### src/rtl/mem_stage.sv
// rtl/mem_stage.sv - MIPS memory-access stage driving a req/ack data-memory port
module mem_stage #(
    parameter int TIMEOUT_CYCLES = 255
) (
    input  logic        clk,
    input  logic        rst_n,
    input  logic        in_valid,
    input  logic [31:0] pc,
    input  logic [31:0] insn,
    input  logic [31:0] alu_out,
    input  logic [31:0] rt_val,
    input  logic        dm_we,
    input  logic        r_we,
    input  logic [1:0]  r_dst,
    input  logic [1:0]  rw_d,
    input  logic [1:0]  mem_read_size,
    input  logic        mem_sign_extend,
    output logic        stall,
    output logic        dmem_req,
    output logic        dmem_we,
    output logic [31:0] dmem_addr,
    output logic [3:0]  dmem_be,
    output logic [31:0] dmem_wdata,
    input  logic        dmem_ack,
    input  logic [31:0] dmem_rdata,
    output logic        out_valid,
    output logic [31:0] pc_out,
    output logic [31:0] insn_out,
    output logic        r_we_out,
    output logic [1:0]  r_dst_out,
    output logic [1:0]  rw_d_out,
    output logic [31:0] alu_out_reg,
    output logic [31:0] mem_data_out,
`ifdef DMEM_TIMEOUT_EN
    output logic        bus_err,
`endif
    output logic        addr_err
);

    typedef enum logic {IDLE, BUSY} state_t;
    state_t state, state_nx;

    logic        mem_op, aligned, issue, misalign, ack_hit, timeout, done;
    logic [3:0]  st_be;
    logic [31:0] st_wdata, ld_data;
    logic [7:0]  lane;
    logic [15:0] half;

    logic [31:0] h_pc, h_insn, h_alu;
    logic        h_r_we, h_sext, h_we;
    logic [1:0]  h_r_dst, h_rw_d, h_size;

    assign mem_op   = in_valid & (dm_we | (rw_d == 2'd1));
    assign issue    = (state == IDLE) & mem_op & aligned;
    assign misalign = mem_op & ~aligned;
    assign ack_hit  = (state == BUSY) & dmem_req & dmem_ack;
    assign done     = ack_hit | timeout;

    always_comb begin
        case (mem_read_size)
            2'd1:    aligned = ~alu_out[0];
            2'd2:    aligned = 1'b1;
            default: aligned = (alu_out[1:0] == 2'b00);
        endcase
    end

`ifdef DMEM_TIMEOUT_EN
    localparam int CW = (TIMEOUT_CYCLES > 255) ? $clog2(TIMEOUT_CYCLES + 1) : 8;
    logic [CW-1:0] busy_cnt;

    assign timeout = (state == BUSY) & (busy_cnt == CW'(TIMEOUT_CYCLES - 1));

    always_ff @(posedge clk) begin
        if (!rst_n || state == IDLE) busy_cnt <= '0;
        else                         busy_cnt <= busy_cnt + 1'b1;
    end
`else
    assign timeout = 1'b0;
`endif

    always_comb begin
        st_be    = 4'b1111;
        st_wdata = rt_val;
        case (mem_read_size)
            2'd1: begin
                st_be    = alu_out[1] ? 4'b0011 : 4'b1100;
                st_wdata = {2{rt_val[15:0]}};
            end
            2'd2: begin
                st_be    = 4'b1000 >> alu_out[1:0];
                st_wdata = {4{rt_val[7:0]}};
            end
            default: ;
        endcase
    end

    always_comb begin
        lane = 8'(dmem_rdata >> {~h_alu[1:0], 3'b000});
        half = h_alu[1] ? dmem_rdata[15:0] : dmem_rdata[31:16];
        case (h_size)
            2'd1:    ld_data = {{16{h_sext & half[15]}}, half};
            2'd2:    ld_data = {{24{h_sext & lane[7]}}, lane};
            default: ld_data = dmem_rdata;
        endcase
    end

    always_ff @(posedge clk) begin
        if (!rst_n) state <= IDLE;
        else        state <= state_nx;
    end

    always_comb begin
        state_nx = state;
        stall    = 1'b0;
        case (state)
            IDLE: if (issue) begin
                stall    = 1'b1;
                state_nx = BUSY;
            end
            BUSY: begin
                stall = ~done;
                if (done) state_nx = IDLE;
            end
        endcase
        if (!rst_n) stall = 1'b0;
    end

    always_ff @(posedge clk) begin
        if (!rst_n) begin
            dmem_req     <= 1'b0;
            dmem_we      <= 1'b0;
            dmem_addr    <= '0;
            dmem_be      <= '0;
            dmem_wdata   <= '0;
            out_valid    <= 1'b0;
            pc_out       <= '0;
            insn_out     <= '0;
            r_we_out     <= 1'b0;
            r_dst_out    <= '0;
            rw_d_out     <= '0;
            alu_out_reg  <= '0;
            mem_data_out <= '0;
            addr_err     <= 1'b0;
`ifdef DMEM_TIMEOUT_EN
            bus_err      <= 1'b0;
`endif
        end else begin
            out_valid <= 1'b0;
            addr_err  <= 1'b0;
`ifdef DMEM_TIMEOUT_EN
            bus_err   <= 1'b0;
`endif
            case (state)
                IDLE: begin
                    dmem_req <= 1'b0;
                    dmem_we  <= 1'b0;
                    dmem_be  <= 4'b0000;
                    if (issue) begin
                        dmem_req   <= 1'b1;
                        dmem_we    <= dm_we;
                        dmem_addr  <= {alu_out[31:2], 2'b00};
                        dmem_be    <= st_be;
                        dmem_wdata <= st_wdata;
                        h_pc       <= pc;
                        h_insn     <= insn;
                        h_alu      <= alu_out;
                        h_r_we     <= r_we;
                        h_r_dst    <= r_dst;
                        h_rw_d     <= rw_d;
                        h_size     <= mem_read_size;
                        h_sext     <= mem_sign_extend;
                        h_we       <= dm_we;
                    end else if (in_valid) begin
                        out_valid    <= 1'b1;
                        pc_out       <= pc;
                        insn_out     <= insn;
                        r_we_out     <= r_we & ~misalign;
                        r_dst_out    <= r_dst;
                        rw_d_out     <= rw_d;
                        alu_out_reg  <= alu_out;
                        mem_data_out <= '0;
                        addr_err     <= misalign;
                    end
                end
                BUSY: if (done) begin
                    dmem_req     <= 1'b0;
                    dmem_we      <= 1'b0;
                    dmem_be      <= 4'b0000;
                    out_valid    <= 1'b1;
                    pc_out       <= h_pc;
                    insn_out     <= h_insn;
                    r_we_out     <= h_r_we & ack_hit;
                    r_dst_out    <= h_r_dst;
                    rw_d_out     <= h_rw_d;
                    alu_out_reg  <= h_alu;
                    mem_data_out <= (ack_hit & ~h_we) ? ld_data : 32'h0;
`ifdef DMEM_TIMEOUT_EN
                    bus_err      <= ~ack_hit;
`endif
                end
            endcase
        end
    end

endmodule

### config.mk
export PLATFORM = sky130hd
export DESIGN_NAME = mem_stage
export DESIGN_NICKNAME = d
export VERILOG_FILES = /design/src/rtl/mem_stage.sv
export SDC_FILE = /design/constraint.sdc
export NUM_CORES = 1
export LEC_CHECK = 0
export ABC_CLOCK_PERIOD_IN_PS = 9300
export BUFFER_PORTS_ARGS = -buffer_cell sky130_fd_sc_hd__buf_2
export CAP_MARGIN = 20
export CORE_ASPECT_RATIO = 0.8
export CORE_MARGIN = 1
export CORE_UTILIZATION = 56
export DETAILED_ROUTE_END_ITERATION = 7
export PLACE_DENSITY_LB_ADDON = 0.1
export SLEW_MARGIN = 20
export SYNTH_ARGS = -nofsm -noshare
export SYNTH_HDL_FRONTEND = slang
export SYNTH_SLANG_ARGS = --single-unit
### constraint.sdc
create_clock -name clk -period 9.3 [get_ports clk]
set_input_delay 2.325 -clock clk [delete_from_list [all_inputs] [get_ports clk]]
set_output_delay 2.325 -clock clk [all_outputs]
set_load 0.01 [all_outputs]
==> results.toml <==
[outcome]
outcome = "finished, final reports clean"

[sta]
max-slew-margin-rel_pct = 33.1
tightestPinTransition_ns = 1.00
finalMaxSlewViolations = 0
fin_crit_ns = 6.71
clock.fmax_ghz = 0.149
finClkSkew_ns = 0.0238
rsz0062_at_grt = "no"
hold_viol_final = 0
setup_viol_count_final = 0
finalSetupTns_ns = 0
fin_crit_sh_pct = 72.1

[cells_and_area]
fillers = 1771
most-common-layout-cells = "buf_2 (375), dfxtp_1 (203), o211a_1 (108), edfxtp_1 (105), mux2i_1 (101)"
syn_to_final_growth_pct = 22.2
post-route-util_pct = 70.7
final_common_cell = "buf_2"
final_nets = 1637
drive_gt1_share_pct = 32.5

[die]
dieHeight_um = 139
die_width_um = 174
dieArea_um2 = 24200
io_pins = 379
initial_core_util_pct = 57.9
core_region_area_um2 = 22800
rows = 49

[global_routing]
grt_overflow_total = 0
antenna_found_initial = 13
grt_max_degree = 103
grt.total_usage_pct = 29.4
grt_pass1_vias = 10300
grt_pass1_wl_um = 57300

[clock_network]
post_cts_buffers = 0
cts_root_buf = "clkbuf_16"
clock_latency_ns = 0.55
cts_tree = "built"
max-clock-path-buffers = 3
clk_pin_slew_worst_paths_ns = 0.06
ctsResizeCount = 0
cts_hold_buf = 0
htree_num_levels = 1
numClockSinks = 309
cts_buffers = 30

[pwr]
p_total_mw = 3.23
power_density_nw_per_um2 = 200
power.static_leakage_nw = 7.42
ir_worst_vdd_mv = 0.161

[placement]
io_buffers = 376
place.gp.congestion = 0.866
hpwl_um = 23600

[yosys]
yosys_warnings = 0
synth_top_area_share_pct = 30.9
synth_flop_cell = "dfxtp_1"
ys_async_sr_fraction_pct = 0
synthCells = 1161
synth.distinct_cells = 50
synth_top_area_cell = "dfxtp_1"
synth-seq-area-share_pct = 54.8
synth_enable_flop_cells = 105
postSynthAreaPerCell_um2 = 11.4
synth_seq_cells = 309
syn_area_um2 = 13200
synth_area_leaders = "dfxtp_1 (31%), edfxtp_1 (24%), o211a_1 (8.2%)"

[worst_hold_path]
min_path_type = "reg2reg"
hold_start = "mem_data_out[11]"
hold-path-cell-count = 1
hold_end = "mem_data_out[11]"

[setup_path]
start_kind = "primary input"
r2r_cells = 5
reg2reg_from = "state"
critPathLaunch = "in_valid"
timing.rr.end = "h_alu[20]"
rrSetupSlack_ns = 5.84
critPathRequiredTime_ns = 6.98
worst_setup_path_end_kind = "output port"
crit_arrival_ns = 4.38
crit_fanout = 34
critical_path_class = "in2out"

[detailed_routing]
drc = 0
viasPerCell = 6.02
initialDrtViolationCount = 948
wl_um = 37300
ant_nets = 0
vias = 10800
firstDrtPassIters = 5
wl_per_cell_um = 20.7

[job]
max_cap_violations = 0
## synthesized netlist by cell type (all sizes together) (7+ instances only)
| master | count |
|---|---|
| a21oi | 89 |
| a221oi | 8 |
| a22o | 17 |
| a32o | 15 |
| buf | 50 |
| clkbuf | 76 |
| dfxtp | 204 |
| edfxtp | 105 |
| inv | 26 |
| mux2 | 8 |
| mux2i | 101 |
| nand2 | 22 |
| nand2b | 33 |
| nand3 | 56 |
| nor2b | 11 |
| o2111ai | 8 |
| o211a | 108 |
| o211ai | 100 |
| o21ai | 71 |
| o2bb2ai | 7 |
| or2 | 9 |
## power by group
part	total (mW)	leakage (nW)	internal (mW)	switching [mW]
clock	1.20	0.491	0.685	0.513
combinational	0.501	4.30	0.196	0.305
sequential	1.53	2.63	1.49	0.0490
## cells by family after synthesis
family / Yosys count / share of synthesized area [%]
and+or+nand+nor: 142 / 5.72
other: 1 / 0.0284
DFF: 309 / 54.8
buffers and inverters: 152 / 5.21
adders and majority gates: 4 / 0.379
muxes: 109 / 8.34
AOI/OAI and AO/OA: 444 / 25.5
## worst max-delay path, stage by stage
cell and delay [ns]:
buf_2 0.09, nor2b_1 0.61, o21ai_4 0.36, buf_16 0.27, nor2_2 0.39, o21a_1 0.20
buf_2 0.12
## worst max path at each step
stage / endpoint / depth (start not counted)
6_report: stall / 7
2_1_floorplan: stall / 9
3_3_place_gp: stall / 6
4_1_cts: stall / 7
5_1_grt: stall / 7
3_5_place_dp: stall / 7
## per-stage QoR
stage	setup WS (ns)	instance area [µm²]	instances	hold slack, ns
global route	2.47	16100	1798	0.487
global placement	2.59	15000	1731	0.445
finish	2.59	16100	1800	0.466
floorplan	3.17	13200	1162	0.483
detailed placement	2.62	15100	1732	0.452
CTS	2.62	16000	1788	0.466
## area by class of cell
class | count | area [µm²] | area share, %
diodes | 10 | 25.0 | 0.155
clock buffers | 44 | 925 | 5.73
clock inverters | 12 | 56.3 | 0.349
inverters | 26 | 100 | 0.620
multi-input cells | 701 | 5340 | 33.1
flip-flops and latches | 309 | 7240 | 44.9
well taps | 306 | 383 | 2.37
repair buffers | 392 | 2070 | 12.8
## routing by layer
layer	track usage, %	wire, µm
met5	0	31
met4	11.6	1420
met3	5.63	2870
met2	45.6	16900
met1	40.7	16100
No activity file was read; power rests on OpenSTA's default activity.
